==> config.mk <==
export PLATFORM = sky130hd
export DESIGN_NAME = mat_trans_stream
export DESIGN_NICKNAME = d
export VERILOG_FILES = /design/src/rtl/mat_trans_stream.sv
export SDC_FILE = /design/constraint.sdc
export NUM_CORES = 1
export LEC_CHECK = 0
export CORE_MARGIN = 3
export CORE_UTILIZATION = 62
export CTS_CLUSTER_DIAMETER = 30
export CTS_CLUSTER_SIZE = 24
export DETAILED_ROUTE_END_ITERATION = 16
export PLACE_DENSITY = 0.79
export SETUP_SLACK_MARGIN = 0.4
export SLEW_MARGIN = 10
export SYNTH_ARGS = -nofsm -noshare
export SYNTH_HDL_FRONTEND = slang
export SYNTH_SLANG_ARGS = --single-unit
==> constraint.sdc <==
create_clock -name clk -period 3.47 [get_ports clk]
set_clock_uncertainty 0.15 [all_clocks]
set_input_delay 0.347 -clock clk [delete_from_list [all_inputs] [get_ports clk]]
set_output_delay 0.347 -clock clk [all_outputs]
set_load 0.05 [all_outputs]
==> src/rtl/mat_trans_stream.sv <==
// -----------------------------------------------------------------------------
// mat_trans_stream
//
// Streaming fixed-point matrix transpose. A MATRIX_SIZE x MATRIX_SIZE matrix
// arrives one element per clock in row-major order and its transpose leaves
// one element per clock, also row-major. Two banks of N*N words form a
// ping-pong buffer: one bank fills while the other is read out, so a steady
// stream runs at 1 element/clk with no bubbles between frames. Element values
// are passed through untouched (BIN_POS only documents the fixed-point format).
//
// Optional feature (compile-time macro MAT_TRANS_BYPASS_EN):
//   Adds input port 'bypass'. It is sampled with the first element of each
//   frame and stored as a per-bank mode bit; a mode=1 frame is read back in
//   plain row-major order (identity) instead of transposed.
//
// Parameters
//   DATA_WIDTH   element width in bits (signed fixed point)
//   BIN_POS      binary point position, must be < DATA_WIDTH
//   MATRIX_SIZE  N, matrix dimension, 1..16
//
// Ports
//   clk        in   rising-edge clock for all logic
//   rst_n      in   synchronous reset, active low
//   in_data    in   input element
//   in_valid   in   in_data valid
//   in_ready   out  block can accept; transfer when in_valid & in_ready
//   out_data   out  output element (registered)
//   out_valid  out  out_data valid (registered)
//   out_ready  in   consumer accepts; transfer when out_valid & out_ready
//   out_last   out  high with the final element (index N*N-1) of each frame
//   bypass     in   only with MAT_TRANS_BYPASS_EN: frame passes untransposed
//
// Handshake: a word moves on every rising edge where valid and ready are both
// high; once valid is raised the producer keeps data stable until that edge,
// and ready never depends combinationally on the same side's valid.
// -----------------------------------------------------------------------------
module mat_trans_stream #(
    parameter int DATA_WIDTH  = 32,
    parameter int BIN_POS     = 16,
    parameter int MATRIX_SIZE = 4
) (
    input  logic                  clk,
    input  logic                  rst_n,
    input  logic [DATA_WIDTH-1:0] in_data,
    input  logic                  in_valid,
    output logic                  in_ready,
    output logic [DATA_WIDTH-1:0] out_data,
    output logic                  out_valid,
    input  logic                  out_ready,
    output logic                  out_last
`ifdef MAT_TRANS_BYPASS_EN
    ,
    input  logic                  bypass
`endif
);

    // -------------------------------------------------------------------------
    // Derived sizes. Widths are clamped to at least one bit so that N=1
    // (single-element frames) still elaborates cleanly.
    // -------------------------------------------------------------------------
    localparam int NN = MATRIX_SIZE * MATRIX_SIZE;
    localparam int IW = (NN > 1) ? $clog2(NN) : 1;
    localparam int CW = (MATRIX_SIZE > 1) ? $clog2(MATRIX_SIZE) : 1;

    localparam logic [IW-1:0] LAST_IDX = IW'(NN - 1);
    localparam logic [CW-1:0] LAST_RC  = CW'(MATRIX_SIZE - 1);
    localparam logic [IW-1:0] STEP_N   = IW'(MATRIX_SIZE);
    localparam logic [IW-1:0] ONE_I    = IW'(1);
    localparam logic [CW-1:0] ONE_C    = CW'(1);

    generate
        if (BIN_POS >= DATA_WIDTH || BIN_POS < 0) begin : g_bad_bin_pos
            $error("mat_trans_stream: BIN_POS must be in 0..DATA_WIDTH-1");
        end
        if (MATRIX_SIZE < 1 || MATRIX_SIZE > 16) begin : g_bad_size
            $error("mat_trans_stream: MATRIX_SIZE must be in 1..16");
        end
    endgenerate

    // -------------------------------------------------------------------------
    // State
    // -------------------------------------------------------------------------
    logic [DATA_WIDTH-1:0] bank_mem [0:1][0:NN-1];

    logic          rst_n_q;   // keeps in_ready low for the whole reset window
    logic [1:0]    full;      // per-bank "complete frame waiting to be read"
    logic [1:0]    full_nxt;

    logic          wr_sel;
    logic [IW-1:0] wr_idx;

    logic          rd_sel;
    logic [IW-1:0] rd_idx;    // output index j, row-major over the result
    logic [CW-1:0] rd_row;    // r = j / N
    logic [CW-1:0] rd_col;    // c = j % N
    logic [IW-1:0] rd_tidx;   // c*N + r, tracked incrementally (no multiplier)
    logic [IW-1:0] rd_addr;
    logic [DATA_WIDTH-1:0] rd_word;

    logic          wr_fire;
    logic          rd_load;
    logic          wr_frame_end;
    logic          rd_frame_end;

`ifdef MAT_TRANS_BYPASS_EN
    logic [1:0]    mode;      // per-bank: 1 = read back untransposed
`endif

    // -------------------------------------------------------------------------
    // Handshake qualifiers. in_ready is built only from registered state so
    // the consumer's out_ready never reaches the producer combinationally.
    // -------------------------------------------------------------------------
    assign in_ready     = rst_n_q & ~full[wr_sel];
    assign wr_fire      = in_valid & in_ready;
    assign wr_frame_end = wr_fire & (wr_idx == LAST_IDX);

    // The output register refills whenever it is empty or being drained.
    assign rd_load      = full[rd_sel] & (~out_valid | out_ready);
    assign rd_frame_end = rd_load & (rd_idx == LAST_IDX);

    // Bank flags: completing a write and finishing a read on the same edge
    // always touch different banks (one is full, the other is not), so both
    // updates are applied independently.
    always_comb begin
        full_nxt = full;
        if (wr_frame_end) begin
            full_nxt[wr_sel] = 1'b1;
        end
        if (rd_frame_end) begin
            full_nxt[rd_sel] = 1'b0;
        end
    end

    // Read address: transposed element (r,c) of the result is input (c,r),
    // stored at c*N + r. Identity frames simply use j.
    always_comb begin
        rd_addr = rd_tidx;
`ifdef MAT_TRANS_BYPASS_EN
        if (mode[rd_sel]) begin
            rd_addr = rd_idx;
        end
`endif
    end

    assign rd_word = bank_mem[rd_sel][rd_addr];

    // -------------------------------------------------------------------------
    // Storage write. The array carries no reset; stale contents are never
    // read because a bank is only read after it has been completely refilled.
    // -------------------------------------------------------------------------
    always_ff @(posedge clk) begin
        if (wr_fire) begin
            bank_mem[wr_sel][wr_idx] <= in_data;
        end
    end

    // -------------------------------------------------------------------------
    // Control: write counters, read counters, output register.
    // -------------------------------------------------------------------------
    always_ff @(posedge clk) begin
        if (!rst_n) begin
            rst_n_q   <= 1'b0;
            full      <= 2'b00;
            wr_sel    <= 1'b0;
            wr_idx    <= '0;
            rd_sel    <= 1'b0;
            rd_idx    <= '0;
            rd_row    <= '0;
            rd_col    <= '0;
            rd_tidx   <= '0;
            out_valid <= 1'b0;
            out_last  <= 1'b0;
            out_data  <= '0;
`ifdef MAT_TRANS_BYPASS_EN
            mode      <= 2'b00;
`endif
        end else begin
            rst_n_q <= 1'b1;
            full    <= full_nxt;

            // Write side
            if (wr_fire) begin
`ifdef MAT_TRANS_BYPASS_EN
                if (wr_idx == '0) begin
                    mode[wr_sel] <= bypass;
                end
`endif
                if (wr_idx == LAST_IDX) begin
                    wr_idx <= '0;
                    wr_sel <= ~wr_sel;
                end else begin
                    wr_idx <= wr_idx + ONE_I;
                end
            end

            // Read side / output register
            if (rd_load) begin
                out_valid <= 1'b1;
                out_data  <= rd_word;
                out_last  <= (rd_idx == LAST_IDX);

                if (rd_idx == LAST_IDX) begin
                    rd_idx  <= '0;
                    rd_row  <= '0;
                    rd_col  <= '0;
                    rd_tidx <= '0;
                    rd_sel  <= ~rd_sel;
                end else begin
                    rd_idx <= rd_idx + ONE_I;
                    if (rd_col == LAST_RC) begin
                        // Next row of the result starts at input column 0,
                        // row r+1, i.e. address r+1.
                        rd_col  <= '0;
                        rd_row  <= rd_row + ONE_C;
                        rd_tidx <= IW'(rd_row) + ONE_I;
                    end else begin
                        // Next result column = next input row: skip N words.
                        rd_col  <= rd_col + ONE_C;
                        rd_tidx <= rd_tidx + STEP_N;
                    end
                end
            end else if (out_ready) begin
                // Element consumed and nothing to replace it with.
                out_valid <= 1'b0;
                out_last  <= 1'b0;
            end
        end
    end

endmodule
# [After elaboration in Yosys (flattened, before gate mapping)]
# Memory sizes are Yosys's and may differ from the RTL's. A register that Yosys moved wholly into a read port is not among the register bits.
# Cells that the tools add are included.
[totals] n_memories=1 latchBits=0 regBits=55 romBits=0 mem_bits_rw=1024
[classes] n_reduce_logical=8 div=0 n_mux=31 eq_ne=3 order_cmp=7 shift=0 add_sub_neg=6 multipliers=0 n_bitwise=15
[memory_table] memory="bank_mem" depth=2 width=512 rd=1 rd_clocked_by_memory_dff=1 write_ports=1 line="83" rtl="logic [DATA_WIDTH-1:0] bank_mem [0:1][0:NN-1];"
[ops] cell="512-bit 2-to-1 mux" count=1
[ops] cell="32-bit binary-select mux with 4-bit select" count=1
[ops] cell="32-bit demux with 4-bit select" count=1
[ops] cell="32-bit 2-to-1 mux" count=3
[ops] cell="4-bit 2-to-1 mux" count=4
[ops] cell="1-bit 2-to-1 mux" count=13
[ops] cell="2-bit 2-to-1 mux" count=6
[ops] cell="5-bit greater-or-equal comparator, second input constant" count=2
[ops] cell="4-bit NOT with 5-bit output" count=2
[ops] cell="4-bit by 1-bit adder with 4-bit output, second input constant" count=2
[ops] cell="4-bit == test, second input constant" count=2
[ops] cell="2-bit AND reduction" count=3
[ops] cell="1-bit AND" count=5
[ops] cell="5-bit by 1-bit < comparator with 1-bit output, second input constant" count=1
[ops] cell="2-bit by 1-bit adder with 2-bit output, second input constant" count=2
[ops] cell="4-bit by 3-bit adder with 4-bit output, second input constant" count=1
[ops] cell="1-bit by 2-bit < comparator with 1-bit output, second input constant" count=2
[ops] cell="1-bit NOT" count=4
[ops] cell="2-bit nonzero test" count=2
[ops] cell="2-bit by 1-bit adder with 3-bit output, second input constant" count=1
[ops] cell="1-bit logical AND" count=3
[ops] cell="2-bit AND" count=1
[ops] cell="1-bit demux with 1-bit select" count=2
[ops] cell="2-bit == test, second input constant" count=1
[ops] cell="4 further kinds" count=5

# [Longest topological paths before layout]
# Gate-level depths: netlist (run 1).
[depth] word_depth=9 ltp_mapped=8 mapped_depth_nobuf=6

# [Least setup slack after synthesis (run 1)]
# No wires, ideal clock.
[synth_path] path_type="reg2reg" start="reg wr_sel" end="reg full[0]" t_required_ps=3256 path_slack_ps=266 stages_incl_launch_ff=8 setup_time_ps=64 n_path_buf=2 arrival_ps=2990 path_cell_list="dfxtp_1 > buf_2 > mux2i_1 > and3_1 > buf_2 > nand2_1 > nor2_1 > o221a_2"
[synth_via] elab_chain_cells=9 elab_cells_between_ends=15 classes_between="order compare (2); mux (6); bitwise (6); reduce/logical (1)"
[synth_rtl] item="from (decl)" line="89" rtl="logic wr_sel;"
[synth_rtl] item="from (signal assigned)" line="190" rtl="wr_sel <= ~wr_sel;"
[synth_rtl] item="parallel branches: the longest is 6 deep, another holds 1-bit by 2-bit < comparator with 1-bit output"
[synth_rtl] item="2-bit 2-to-1 mux *" line="126" rtl="if (wr_frame_end) begin"
[synth_rtl] item="2-bit AND (no source line)"
[synth_rtl] item="2-bit 2-to-1 mux *" line="129" rtl="if (rd_frame_end) begin"
[synth_rtl] item="to (signal assigned)" line="179" rtl="full <= full_nxt;"
[synth_rtl] item="to (decl)" line="86" rtl="logic [1:0] full; // per-bank \"complete frame waiting to be read\""
# Every way passes the cells marked *. The select of a mux whose other input is x is not followed.
# A chain may end at the register's enable or synchronous reset.

# [Worst setup path after layout (run 1)]
[layout_path] start="reg wr_sel" end="mem bank_mem[1][52] in the netlist's numbering, enable pin"
[layout_via] elab_chain_cells=7
[layout_rtl] item="1-bit 2-to-1 mux (implied by the code) (2 in a row)" line="113" rtl="assign in_ready = rst_n_q & ~full[wr_sel];"
[layout_rtl] item="1-bit NOT" line="113"
[layout_rtl] item="1-bit AND" line="113"
[layout_rtl] item="1-bit AND" line="114" rtl="assign wr_fire = in_valid & in_ready;"
[layout_rtl] item="1-bit 2-to-1 mux" line="152" rtl="if (wr_fire) begin"
[layout_rtl] item="512-bit 2-to-1 mux (implied by the code)" line="153" rtl="bank_mem[wr_sel][wr_idx] <= in_data;"
[layout_rtl] item="to (decl)" line="83"
# Several ways; a longest one is shown, not always the timed one. The select of a mux whose other input is x is not followed.

==> results.txt, run 1 <==
The flow ran to the end, and the final reports show no timing, DRC or antenna violations. The post-synth net total came out at 2395. The clock input transition at the sequential cells of the worst setup and hold paths is 60 ps. The fraction of the cycle the final worst path needs is 83.7%. The H-tree depth came out at 4. The worst pin sits at a relative slew slack of 13.8%. For this run, the number of Yosys warnings is 0. The number of max-cap violations came out at 0. Entering global routing, the biggest net connects 93 pins. The number of buffers on the longest clock path came out at 3.

The total number of clock tree sinks is 1080. Setup repair after global routing left no endpoint under its margin. The final hold violation count is 0.

The worst register-to-register path ends at bank_mem[1][52]. The largest fanout on the critical path came out at 21. The synthesized instance count came out at 2352. The synthesized design contains 1024 enable-type register cells. The share of power burned in combinational logic came out at 1.1%. The main flop type after synthesis is edfxtp_1.

The tightest min-delay check is of the input port to register type. Cell internal power was estimated by the tool at 0.0246 W. The area added between synthesis and finish is 19.1%. Setup slack on the worst reg-to-reg path comes out at 570 ps. In the final layout, the share of cells above drive strength 1 is 16.2%. On the final layout, the worst hold slack is 96.7 ps. The portion of total power attributed to the clock network came out at 52.6%. The smallest clock period supported by the final layout is computed as 2900 ps.

The flop and latch count out of synthesis is 1080. The worst IR drop on VDD is 0.000513 V. The cell depth of the worst hold path is 2. The count of unique library cells instantiated by Yosys came out at 41. The achievable frequency is 344 MHz. In this run the static leakage power is 15.2 nW. The number of placement rows is 94. The number of cells on the worst reg-to-reg path is 6. The transition time of the tightest slew-check pin is 1290 ps. The async set-or-reset flop fraction in the synthesized netlist came out at 0%. The detailed placement HPWL came out at 54.6 mm.

Dividing the synthesized area by the synthesized cell count gives 17.8 sq um. STA classifies the critical path endpoint as a register. The detail route stage leaves a number of antenna-violating nets equal to 0. The clock latency at the later pin of the worst-skew pair is 750 ps.

During I/O placement, the number of pins put on the boundary was 71. At the worst endpoint, the arrival time is 3120 ps. The reg-to-reg critical path startpoint is wr_sel. Using the TritonRoute via totals, the vias-per-cell ratio works out to 6.64. The core area is 66300 sq um.

Summing over every cut layer, the via total after detailed routing is 23600. The final weighted congestion of routability-driven global placement is 0.817. For hold timing, the worst endpoint is rst_n_q.

The count of filler cells inserted in the layout came out at 3636. The die area is 70600 sq um. The violation count after the first detailed-route iteration is 2700.

The worst hold path begins at rst_n. The number of global-route vias before repair came to 24600. After clock tree synthesis, the flow added hold-fix buffers numbering 0. The initial cell density of the core is 63.1%.

After synthesis, flip-flops and latches occupy 76.2% of the total area. The initial antenna violation count is 2. STA puts the critical path data required time at 3680 ps. Summed over all layers, the global routing overflow is 0. The type of the worst setup path is register to register. The total global-route track usage is 30.1%.

Setup total negative slack on the finished layout was measured at 0 ps. The total setup violations reported at the end of the flow is 0. The CTS root buffer is clkbuf_16.

The number of iterations in the first detailed-routing pass came out at 5. The number of buffers inserted during clock tree synthesis is 161. The worst setup path is launched from a register.

The netlist area before placement is 41800 sq um. The first-pass GRT wire length came out at 155 mm. TritonCTS built the clock tree. In this run the power density over the cells is 622 nW/um^2. The reported net switching power is 0.00637 W. The per-cell routed wire length came out at 29.6 um.

The vertical die dimension came out at 266 um. The number of input and output port buffers inserted came out at 70. The final routed wirelength across all metal layers came out at 105 mm. Measured along the x axis, the die boundary spans 266 um. The final-stage net count came out at 2596. The switching share of power is 20.6%.

The max-slew violation count is 0. In the routed design, unresolved DRC markers number 0. The part of the power in registers is 46.2%.
[cell type report]
| class | instances | area [sq um] | area share [%] |
|---|---|---|---|
| Antenna cell | 1 | 2.50 | 0.00502 |
| Clock buffer | 181 | 4250 | 8.53 |
| Clock inverter | 116 | 1280 | 2.58 |
| Inverter | 4 | 15.0 | 0.0301 |
| Multi-Input combinational cell | 1123 | 9330 | 18.7 |
| Sequential cell | 1080 | 31900 | 64.0 |
| Tap cell | 864 | 1080 | 2.17 |
| Timing Repair Buffer | 183 | 1980 | 3.98 |
[stage by stage]
stage	worst slack (ps)	power (W)	cells	area (sq um)	util [%]
after floorplan	311	0.0146	2352	41900	-
after global placement	621	0.0149	3254	44300	66.7
after detailed placement	553	0.0149	3254	44300	66.7
after CTS	610	0.0311	3551	49800	75.1
after global routing	423	0.0317	3552	49800	75.1
final	567	0.0310	3552	49800	75.1
[cells in the mapped netlist, types with 3 or more instances]
cell      instances  share of area (%)
a21boi_0          7               0.13
a21oi_1         163                1.9
a22oi_1         256                4.6
and2_1            8               0.12
and3_1            3              0.045
buf_1            13               0.12
buf_12            5               0.24
buf_4            31               0.56
buf_6            12               0.32
buf_8             6               0.22
clkbuf_1         73               0.65
clkbuf_4          3              0.054
dfxtp_1          56                2.7
edfxtp_1       1024                 73
ha_1              7               0.21
inv_1             4              0.036
mux2i_1         519                 12
nand2_1          18               0.16
nand3_1           7              0.084
nor2_1           35               0.31
nor2b_1           8               0.12
o21ai_0          34               0.41
or4_1            33               0.59
xnor2_1           3              0.063
[repair_timing]
action	CTS	global route
buffers inserted	0	0
gates resized for setup	1	0
setup endpoints to repair	1	0
[power groups by stage]
stage	Sequential [W]	Combinational (W)	Clock [W]
floorplan	0.0146	0.0000739	0
global placement	0.0146	0.000322	0
detailed placement	0.0146	0.000340	0
CTS	0.0143	0.000345	0.0164
global route	0.0143	0.000374	0.0170
finish	0.0143	0.000350	0.0163
[how the worst max path moves through the flow]
| stage | start | to | slack [ps] | cells past startpoint |
|---|---|---|---|---|
| finish | wr_sel | bank_mem[1][52] | 570 | 6 |
| global placement | in_valid | bank_mem[1][50] | 620 | 6 |
| floorplan | wr_sel | bank_mem[1][256] | 310 | 6 |
| global route | wr_sel | bank_mem[1][52] | 420 | 6 |
| CTS | wr_sel | bank_mem[0][185] | 610 | 6 |
| detailed placement | in_valid | bank_mem[0][181] | 550 | 6 |
[worst max-delay path, cell delays in order, from the launching register on]
cell	delay, ps
dfxtp_1	530
mux2i_1	260
and3_1	360
nand2_1	330
buf_4	300
nor2_4	120
buf_4	460
[layer usage]
| layer | global-route usage [%] | vias up | routed length [um] |
|---|---|---|---|
| met4 | 14.9 | 0 | 4460 |
| met5 | 0 | - | 0 |
| met3 | 6.21 | 289 | 9700 |
| li1 | - | 9912 | - |
| met1 | 38.1 | 12000 | 38300 |
| met2 | 50.1 | 1428 | 52800 |
[kinds of logic (layout without fill, tap and decap cells)]
logic type	after synthesis	count (layout)	synth area share [%]
other	0	1	0
adder cells (fa/ha/maj)	7	7	0.209
AND/OR/NAND/NOR	123	123	1.62
XOR/XNOR	3	3	0.0628
multiplexers	519	519	12.4
flip-flops	1080	1080	76.2
AO/OA/AOI/OAI	471	471	7.30
buffers and inverters	149	484	2.22
[sequential cells by signal, indices dropped and copies added, names as in the netlist, 2 cells and up, named ones only]
signal and flops:
rd_row 2, wr_idx 4, bank_mem 1024, full 2, rd_addr 4, rd_idx 4, rd_col 2, out_data 32
[layout by cell type (no fill, tap or decap), types with 29 or more instances in the layout]
master,netlist,final
mux2i_1,519,519
buf_12,5,35
nor2_4,0,33
edfxtp_1,1024,1024
clkdlybuf4s50_1,0,68
o21ai_0,34,34
clkinv_2,0,29
clkbuf_16,0,167
a21oi_1,163,162
buf_4,31,78
or4_1,33,33
a22oi_1,256,256
dfxtp_1,56,55
Note: power is estimated with default switching activity, not from simulation.
==> run 2, diff against run 1 <==
- clock period: 3.47 -> 2.8 ns (I/O delays scaled with it)
==> results.txt, run 2 (synthesized netlist as in run 1, its figures left out) <==
The area added between synthesis and finish was 24.8% (was 19.1%). The CTS root buffer is clkbuf_16 (unchanged). The required time of the critical path is 3330 ps (was 3680 ps). The worst IR drop on VDD is 0.000720 V (was 0.000513 V). The max-slew violation count is 0 (unchanged). The number of global-route vias before repair came to 25300 (was 24600). Status: finished, final reports clean (unchanged).

The number of placement rows is 94 (unchanged). The final-stage net count came to 2706 (was 2596). The post-layout minimum cycle time came out at 2510 ps (was 2900 ps). The total via count after detailed routing came out at 25100 (was 23600). The fraction of the cycle the final worst path needs came out at 89.7% (was 83.7%). The clock tree from TritonCTS was built (unchanged).

The detailed placement HPWL came to 56.2 mm (was 54.6 mm). The largest fanout on the critical path is 8 (was 21). The number of iterations in the first detailed-routing pass is 6 (was 5). Unrepaired setup endpoints after global routing: true (was false). Top Registers: bank_mem: 1024 flops, out_data: 32 flops (unchanged). The vias per cell is 6.85 (was 6.64). The total global-route track usage came out at 32.3% (was 30.1%).

The die area came out at 70600 sq um (unchanged). The total overflow reported by the global router came out at 0 (unchanged). The clock input transition at the sequential cells of the worst setup and hold paths was 50 ps (was 60 ps). The most common cell after layout, fill and taps aside is edfxtp_1 (unchanged).

The register containing the most flip-flops in the final layout is bank_mem (unchanged). The transition time of the tightest slew-check pin is 1200 ps (was 1290 ps). The share of final-layout standard cells stronger than drive strength 1 is 23.1% (was 16.2%). The clock latency at the later pin of the worst-skew pair was 750 ps (about the same).

The achievable frequency came out at 398 MHz (was 344 MHz). The final weighted congestion of routability-driven global placement is 0.833 (was 0.817). The initial antenna violation count is 1 (was 2). The sort of element at the start of the critical path is a register (unchanged). The number of input and output port buffers inserted is 70 (unchanged). The headroom to the max-slew limit is 19.6% (was 13.8%). The arrival time at the worst endpoint came out at 3040 ps (was 3120 ps). Most used cells in the layout excluding fill and tap cells: edfxtp_1 (1024), mux2i_1 (514), a22oi_1 (211), clkbuf_16 (172), a21oi_1 (124) (was edfxtp_1 (1024), mux2i_1 (519), a22oi_1 (256), clkbuf_16 (167), a21oi_1 (162)).

The type of the worst setup path is register to register (unchanged). The flip-flop count of the largest register, all copies and words added is 1024 (unchanged). The per-cell routed wire length came out at 32.4 um (was 29.6 um). The area after detailed placement came out at 45000 sq um (was 44300 sq um). The number of buffers inserted during clock tree synthesis is 159 (was 161).

The total negative setup slack is 0 ps (unchanged). The die span in x is 266 um (unchanged). The number of buffers on the longest clock path is 3 (unchanged). The total setup violations reported at the end of the flow came to 0 (unchanged). The sort of element at the end of the critical path is a register (unchanged). The leakage power total is 16.2 nW (was 15.2 nW). The class of the tightest hold or removal check is input port to register (unchanged).

The remaining design rule violation count is 0 (unchanged). The final design area excluding fillers is 52200 sq um (was 49800 sq um). The first-pass GRT wire length came out at 165 mm (was 155 mm). The number of antenna diodes is 0 (was 1).

The power density relative to cell area was 745 nW/um^2 (was 622 nW/um^2). The pin count of the biggest net entering global routing is 78 (was 93). The total number of clock tree sinks came to 1080 (unchanged). The register cell area after layout is 31900 sq um (about the same).

The number of routed nets with antenna violations came out at 0 (unchanged). The total area of multi-input combinational cells was 9810 sq um (was 9330 sq um). The number of max-cap violations came out at 0 (unchanged).

The final hold violation count is 0 (unchanged). The number of placed I/O pins came out at 71 (unchanged). The count of filler cells inserted in the layout is 3185 (was 3636). The H-tree depth is 4 (unchanged).

The violation count after the first detailed-route iteration came out at 3733 (was 2700). The final routed wirelength across all metal layers was 119 mm (was 105 mm). The initial cell density of the core is 63.1% (unchanged).

The final design utilization came out at 78.7% (was 75.1%). The core area came to 66300 sq um (unchanged). The vertical die dimension came out at 266 um (unchanged).
run 2: cell type report:
class / count / area share, %
inverter: 4 / 0.0288
clock buffer: 182 / 7.97
clock inverter: 115 / 2.67
multi-input combinational: 1124 / 18.8
sequential: 1080 / 61.1
tap: 864 / 2.07
timing repair buffer: 294 / 7.40
run 2: critical path, stage by stage (launching register included):
cell and delay, ps:
dfxtp_4 370, buf_4 140, buf_6 120, buf_16 150
buf_12 160, buf_16 150, mux2i_1 130, a22oi_1 300
a21oi_1 150, or4_4 460, a21oi_4 140
run 2: where the power goes:
part           internal (W)  switching [W]
registers            0.0177      0.0000134
clock network        0.0130        0.00763
logic              0.000147       0.000375
run 2: path summary, 6_finish.rpt:
path	startpoint	to	slack (ps)	cells after the start
max	register	out_data[17]	290	10
min	in_data[16]	bank_mem[1][464]	90	1
max reg2reg	register	out_data[17]	290	10
min reg2reg	rd_row[1]	rd_row[1]	340	2
run 2: metal layers:
layer  routed length, um  GRT usage, %  part of all wire [%]
met1               40300          40.4                    34
met2               59100          54.1                    50
met3               12500          6.53                    11
met4                6770          16.3                   5.7
met5                  13             0                 0.011
run 2: repair_timing:
item | in CTS | in global routing
hold buffers | 1 | 0
gates resized for setup | 39 | 117
cloned | 15 | 9
endpoints found under the hold margin | 20 | 0
pin swaps | 2 | 75
endpoints found under the setup margin | 1061 | 269
buffers inserted | 19 | 20
run 2: through the flow:
step	setup WS (ps)	total power (W)	hold slack (ps)	instances
2_1_floorplan	67.1	0.0182	158	2352
3_3_place_gp	70.6	0.0185	310	3302
3_5_place_dp	62.4	0.0185	337	3302
4_1_cts	275	0.0388	65.6	3634
5_1_grt	296	0.0397	101	3663
6_report	287	0.0389	93.4	3663
